`config.mk`:
```
export PLATFORM = sky130hd
export DESIGN_NAME = fifo_wr_ctrl
export DESIGN_NICKNAME = d
export VERILOG_FILES = /design/src/rtl/uart_fifo_pkg.sv /design/src/rtl/fifo_wr_batch_tmr.sv /design/src/rtl/fifo_wr_ctrl.sv
export SDC_FILE = /design/constraint.sdc
export NUM_CORES = 1
export LEC_CHECK = 0
export ABC_CLOCK_PERIOD_IN_PS = 2200
export BUFFER_PORTS_ARGS = -buffer_cell sky130_fd_sc_hd__buf_2
export CAP_MARGIN = 20
export CORE_ASPECT_RATIO = 0.5
export CORE_MARGIN = 2
export CORE_UTILIZATION = 50
export CTS_BUF_LIST = sky130_fd_sc_hd__clkbuf_4
export DETAILED_ROUTE_END_ITERATION = 7
export GPL_ROUTABILITY_DRIVEN = 0
export PLACE_DENSITY = 0.73
export SETUP_SLACK_MARGIN = 0.2
export SLEW_MARGIN = 0
export SYNTH_ARGS = -nofsm -noshare
export SYNTH_HDL_FRONTEND = slang
export SYNTH_SLANG_ARGS = --single-unit
```
`constraint.sdc`:
```
create_clock -name sys_clk -period 2.2 [get_ports sys_clk]
set_input_delay 0.22 -clock sys_clk [delete_from_list [all_inputs] [get_ports sys_clk]]
set_output_delay 0.22 -clock sys_clk [all_outputs]
set_load 0.01 [all_outputs]
```
`src/rtl/uart_fifo_pkg.sv`:
```
// Shared constants and types for the UART FIFO write/read controllers.
package uart_fifo_pkg;

    localparam int DATA_W      = 8;
    localparam int FIFO_DEPTH  = 256;
    localparam int BATCH_LEN_W = $clog2(FIFO_DEPTH) + 1;

    typedef enum logic [1:0] {
        IDLE = 2'd0,
        HOLD = 2'd1,
        GAP  = 2'd2
    } fifo_wr_state_t;

endpackage

```
`src/rtl/fifo_wr_batch_tmr.sv`:
```
// Counts bytes written into the FIFO and announces a batch when it reaches
// BATCH_LEN bytes, or when a partial batch has been idle for IDLE_TIMEOUT cycles.
module fifo_wr_batch_tmr #(
    parameter int BATCH_LEN    = 16,
    parameter int IDLE_TIMEOUT = 1000,
    parameter int LEN_W        = 9
) (
    input  logic             sys_clk,
    input  logic             sys_rst_n,
    input  logic             wr_pulse,
    output logic             batch_rdy,
    output logic [LEN_W-1:0] batch_len
);

    localparam int TMR_W = $clog2(IDLE_TIMEOUT + 1);

    logic [LEN_W-1:0] byte_cnt_reg;
    logic [TMR_W-1:0] tmr_reg;
    logic             batch_rdy_reg;
    logic [LEN_W-1:0] batch_len_reg;

    // A write always clears the timer, so the two flush causes are mutually exclusive.
    always_ff @(posedge sys_clk or negedge sys_rst_n) begin
        if (!sys_rst_n) begin
            byte_cnt_reg  <= '0;
            tmr_reg       <= '0;
            batch_rdy_reg <= 1'b0;
            batch_len_reg <= '0;
        end else begin
            batch_rdy_reg <= 1'b0;
            batch_len_reg <= '0;
            if (wr_pulse) begin
                tmr_reg <= '0;
                if (byte_cnt_reg == LEN_W'(BATCH_LEN - 1)) begin
                    batch_rdy_reg <= 1'b1;
                    batch_len_reg <= LEN_W'(BATCH_LEN);
                    byte_cnt_reg  <= '0;
                end else begin
                    byte_cnt_reg <= byte_cnt_reg + 1'b1;
                end
            end else if (byte_cnt_reg != '0) begin
                if (tmr_reg == TMR_W'(IDLE_TIMEOUT - 1)) begin
                    batch_rdy_reg <= 1'b1;
                    batch_len_reg <= byte_cnt_reg;
                    byte_cnt_reg  <= '0;
                    tmr_reg       <= '0;
                end else begin
                    tmr_reg <= tmr_reg + 1'b1;
                end
            end
        end
    end

    assign batch_rdy = batch_rdy_reg;
    assign batch_len = batch_len_reg;

endmodule

```
`src/rtl/fifo_wr_ctrl.sv`:
```
// UART FIFO write controller: one-byte hold buffer for backpressure, drop accounting
// and batch signalling. Define FIFO_WR_STATS_EN to implement drop_cnt/overflow.
module fifo_wr_ctrl #(
    parameter int DATA_W       = uart_fifo_pkg::DATA_W,
    parameter int FIFO_DEPTH   = uart_fifo_pkg::FIFO_DEPTH,
    parameter int BATCH_LEN    = 16,
    parameter int IDLE_TIMEOUT = 1000
) (
    input  logic                       sys_clk,
    input  logic                       sys_rst_n,
    input  logic                       rx_done,
    input  logic [DATA_W-1:0]          rx_data,
    input  logic                       fifo_full,
    output logic                       fifo_wr_en,
    output logic [DATA_W-1:0]          fifo_din,
    output logic                       batch_rdy,
    output logic [$clog2(FIFO_DEPTH):0] batch_len,
    output logic [15:0]                drop_cnt,
    output logic                       overflow
);

    import uart_fifo_pkg::*;

    localparam int LEN_W = $clog2(FIFO_DEPTH) + 1;

    fifo_wr_state_t    state_reg, state_next;
    logic              wr_en_reg, wr_en_next;
    logic [DATA_W-1:0] din_reg, din_next;
    logic              hold_valid_reg, hold_valid_next;
    logic [DATA_W-1:0] hold_data_reg, hold_data_next;

    always_ff @(posedge sys_clk or negedge sys_rst_n) begin
        if (!sys_rst_n) begin
            state_reg      <= IDLE;
            wr_en_reg      <= 1'b0;
            din_reg        <= '0;
            hold_valid_reg <= 1'b0;
            hold_data_reg  <= '0;
        end else begin
            state_reg      <= state_next;
            wr_en_reg      <= wr_en_next;
            din_reg        <= din_next;
            hold_valid_reg <= hold_valid_next;
            hold_data_reg  <= hold_data_next;
        end
    end

    always_comb begin
        state_next = state_reg;
        case (state_reg)
            IDLE:    if (rx_done) state_next = fifo_full ? HOLD : GAP;
            HOLD:    if (!fifo_full) state_next = GAP;
            GAP:     state_next = hold_valid_next ? HOLD : IDLE;
            default: state_next = IDLE;
        endcase
    end

    // In HOLD the hold slot is released first, so a byte arriving in the same
    // cycle as the held byte's write takes its place instead of being dropped.
    always_comb begin
        wr_en_next      = 1'b0;
        din_next        = din_reg;
        hold_valid_next = hold_valid_reg;
        hold_data_next  = hold_data_reg;
        case (state_reg)
            IDLE: begin
                if (rx_done && !fifo_full) begin
                    wr_en_next = 1'b1;
                    din_next   = rx_data;
                end else if (rx_done) begin
                    hold_valid_next = 1'b1;
                    hold_data_next  = rx_data;
                end
            end
            HOLD: begin
                if (!fifo_full) begin
                    wr_en_next      = 1'b1;
                    din_next        = hold_data_reg;
                    hold_valid_next = 1'b0;
                end
                if (rx_done && !hold_valid_next) begin
                    hold_valid_next = 1'b1;
                    hold_data_next  = rx_data;
                end
            end
            GAP: begin
                if (rx_done && !hold_valid_reg) begin
                    hold_valid_next = 1'b1;
                    hold_data_next  = rx_data;
                end
            end
            default: ;
        endcase
    end

    assign fifo_wr_en = wr_en_reg;
    assign fifo_din   = din_reg;

`ifdef FIFO_WR_STATS_EN
    logic        byte_drop;
    logic [15:0] drop_cnt_reg;
    logic        overflow_reg;

    assign byte_drop = rx_done && ((state_reg == HOLD && fifo_full) ||
                                   (state_reg == GAP && hold_valid_reg));

    always_ff @(posedge sys_clk or negedge sys_rst_n) begin
        if (!sys_rst_n) begin
            drop_cnt_reg <= '0;
            overflow_reg <= 1'b0;
        end else if (byte_drop) begin
            if (drop_cnt_reg != 16'hFFFF) drop_cnt_reg <= drop_cnt_reg + 1'b1;
            overflow_reg <= 1'b1;
        end
    end

    assign drop_cnt = drop_cnt_reg;
    assign overflow = overflow_reg;
`else
    assign drop_cnt = '0;
    assign overflow = 1'b0;
`endif

    fifo_wr_batch_tmr #(
        .BATCH_LEN    (BATCH_LEN),
        .IDLE_TIMEOUT (IDLE_TIMEOUT),
        .LEN_W        (LEN_W)
    ) u_batch_tmr (
        .sys_clk   (sys_clk),
        .sys_rst_n (sys_rst_n),
        .wr_pulse  (wr_en_reg),
        .batch_rdy (batch_rdy),
        .batch_len (batch_len)
    );

endmodule

```
==> out/summary.txt <==
CP Capture Type: flip-flop
Met2 Usage GRT: 31.6%
Gr usage total: 19.0%
Clock buffer depth: 2
Max Freq: 0.519 GHz
Number of synthesized flops with an enable pin: 0
Die X: 102 microns
Seq cells post-synth: 49
RSZ-0062 raised after global routing: false
GRT busiest layer: met2
Finished Core Util: 59.9%
Initial DRC count: 127
GRT met1 Usage: 24.2%
DRC Markers: 0
Total wire length: 4810 microns
H-tree depth: 2
Reg area: 1230 sq um
Register area share after synthesis: 50.7%
Final period demand of the worst path: 1.93 ns
1st-pass router iterations: 4
Multi-input logic area: 1080 sq um
Ys async rst share: 100%
Cell Count, Final, Fillers Out: 334
Hold Startpoint: rx_data[4]
Worst reg2reg startpoint: u_batch_tmr.byte_cnt_reg[4]
Routed Antenna Nets: 0
Post-Synthesis Cells: 229
Worst-path clk slew: 0.14 ns
Maximum VDD drop: 0.000278 V
Largest net degree at the start of global routing: 28
Hold Path End: hold_data_reg[4]
Finish-stage setup viols: 0
Pwr dens: 854 nW/um^2
Crit path kind: flip-flop to flip-flop
Vias in the first global route: 1684
HPWL after DPL: 3480 microns
Final hold vios: 0
Most frequent cells in the layout: dfrtp_1 (48), buf_2 (30), nand2_1 (19)
Leakage: 1.33 nW
FF-to-FF setup slack: 0.27 ns
Critical Path AT: 2.18 ns
Initial core utilization: 53.4%
Slew headroom: 58.9%
Final period util: 87.6%
Status: finished clean
First-pass GRT wire length: 7750 microns
CTS tree: done
RR Endpoint: u_batch_tmr.byte_cnt_reg[5]
Main flop type after synthesis: dfrtp_1
Placed Cells: 323
DR vias: 1845
Worst-Margin Slew: 0.616 ns
Nets: 282
Wirelength per Cell: 14.4 microns
Layout area overhead: 12.2%
Grt total ovfl: 0
Hold depth: 2
Die Area: 5450 sq um
Final Slew Violations: 0
Antenna diode count: 0
Core area: 4530 sq um
CP Max Fanout: 8
Crit path required time: 2.45 ns
Port Buffer Count: 30
Vias per cell: 5.52
Synth warn: 0
Setup tns final: 0 ns
Clock skew: 0.00363 ns
Clock root buffer: clkbuf_4
Clock sink total: 49
Worst r2r path cells: 4
Mapped Area: 2420 sq um
Layout cells sized above 1: 25.4%
CTS Buf Count: 5
Worst-Skew Late Latency: 0.35 ns
Max cap viols: 0
Average size of a mapped cell: 10.6 sq um
CP Launch Type: flip-flop
Hold crit path type: primary input to flip-flop
Largest register FFs: 10
Yosys cell types: 50
M3 GR Usage: 5.15%
Hold Slack: 0.105 ns
Row cnt: 17
Die Height: 53.2 microns
Ports: 48
Layout fillers: 391
Leading cell type in the layout, fill and taps excluded: dfrtp_1
Initial antenna violation count: 0
Yosys cell counts (all sizes together), types with 4 or more instances:
library cell  instances  area [sq um]
clkbuf                7          27.5
mux2i                 9          90.1
or4                   5          41.3
mux2                  9           101
nand3                15          75.1
a21oi                10          61.3
o21ai                13          65.1
nor2                  9          38.8
a31oi                 5          31.3
buf                  20           155
and3                 11          68.8
dfrtp                49          1230
inv                   6          22.5
nand2                19          71.3
and4                  4          35.0
critical path, stage by stage (launching register included):
cell and delay [ns]:
dfrtp_1 0.49, or4_1 0.55, o31a_1 0.35, nor3b_1 0.17, a211o_1 0.26
through the flow:
| stage | total power [W] | instance area, sq um | setup slack, ns |
|---|---|---|---|
| after floorplan | 0.00169 | 2480 | 0.376 |
| after global placement | 0.00186 | 2600 | 0.267 |
| after detailed placement | 0.00189 | 2600 | 0.178 |
| after CTS | 0.00232 | 2670 | 0.222 |
| after global routing | 0.00248 | 2720 | 0.188 |
| final | 0.00232 | 2720 | 0.273 |
area by class of cell:
type,count,area share (%)
multi-input cells,163,39.8
well taps,66,3.04
clock buffers,5,1.38
repair buffers,42,8.94
clock inverters,3,0.829
inverters,6,0.829
flip-flops and latches,49,45.2
layer usage:
layer	share of wire, %	up-vias
met2	48	69
met1	46	891
li1	-	883
met5	0	-
met4	0.71	0
met3	5.3	2
logic make-up after synthesis:
family / synth area share [%]
buffers and inverters: 8.48
and+or+nand+nor: 18.2
other: 0.155
AOI/OAI and AO/OA: 12.3
muxes: 7.91
adders and majority gates: 1.55
DFF: 50.7
xor gates and xnor gates: 0.724
report_power, final:
| group | internal [W] | switching [W] |
|---|---|---|
| Sequential | 0.00108 | 0.000154 |
| Combinational | 0.000317 | 0.000361 |
| Clock | 0.000127 | 0.000284 |
| Total | 0.00152 | 0.000800 |
worst max path at each step:
stage	from	endpoint
4_1_cts	u_batch_tmr.tmr_reg[0]	u_batch_tmr.tmr_reg[5]
5_1_grt	u_batch_tmr.tmr_reg[0]	u_batch_tmr.byte_cnt_reg[5]
3_3_place_gp	u_batch_tmr.tmr_reg[0]	u_batch_tmr.byte_cnt_reg[0]
2_1_floorplan	u_batch_tmr.byte_cnt_reg[0]	u_batch_tmr.byte_cnt_reg[0]
3_5_place_dp	u_batch_tmr.tmr_reg[0]	u_batch_tmr.byte_cnt_reg[0]
6_report	u_batch_tmr.byte_cnt_reg[4]	u_batch_tmr.byte_cnt_reg[5]
what timing repair did:
action / 4_1_cts / 5_1_grt
pin swaps: 0 / 2
setup endpoints to repair: 3 / 13
buffers inserted: 0 / 1
hold endpoints to repair: 25 / 0
gates resized for setup: 2 / 6
hold buffers: 1 / 0
No activity file was read; power rests on OpenSTA's default activity.
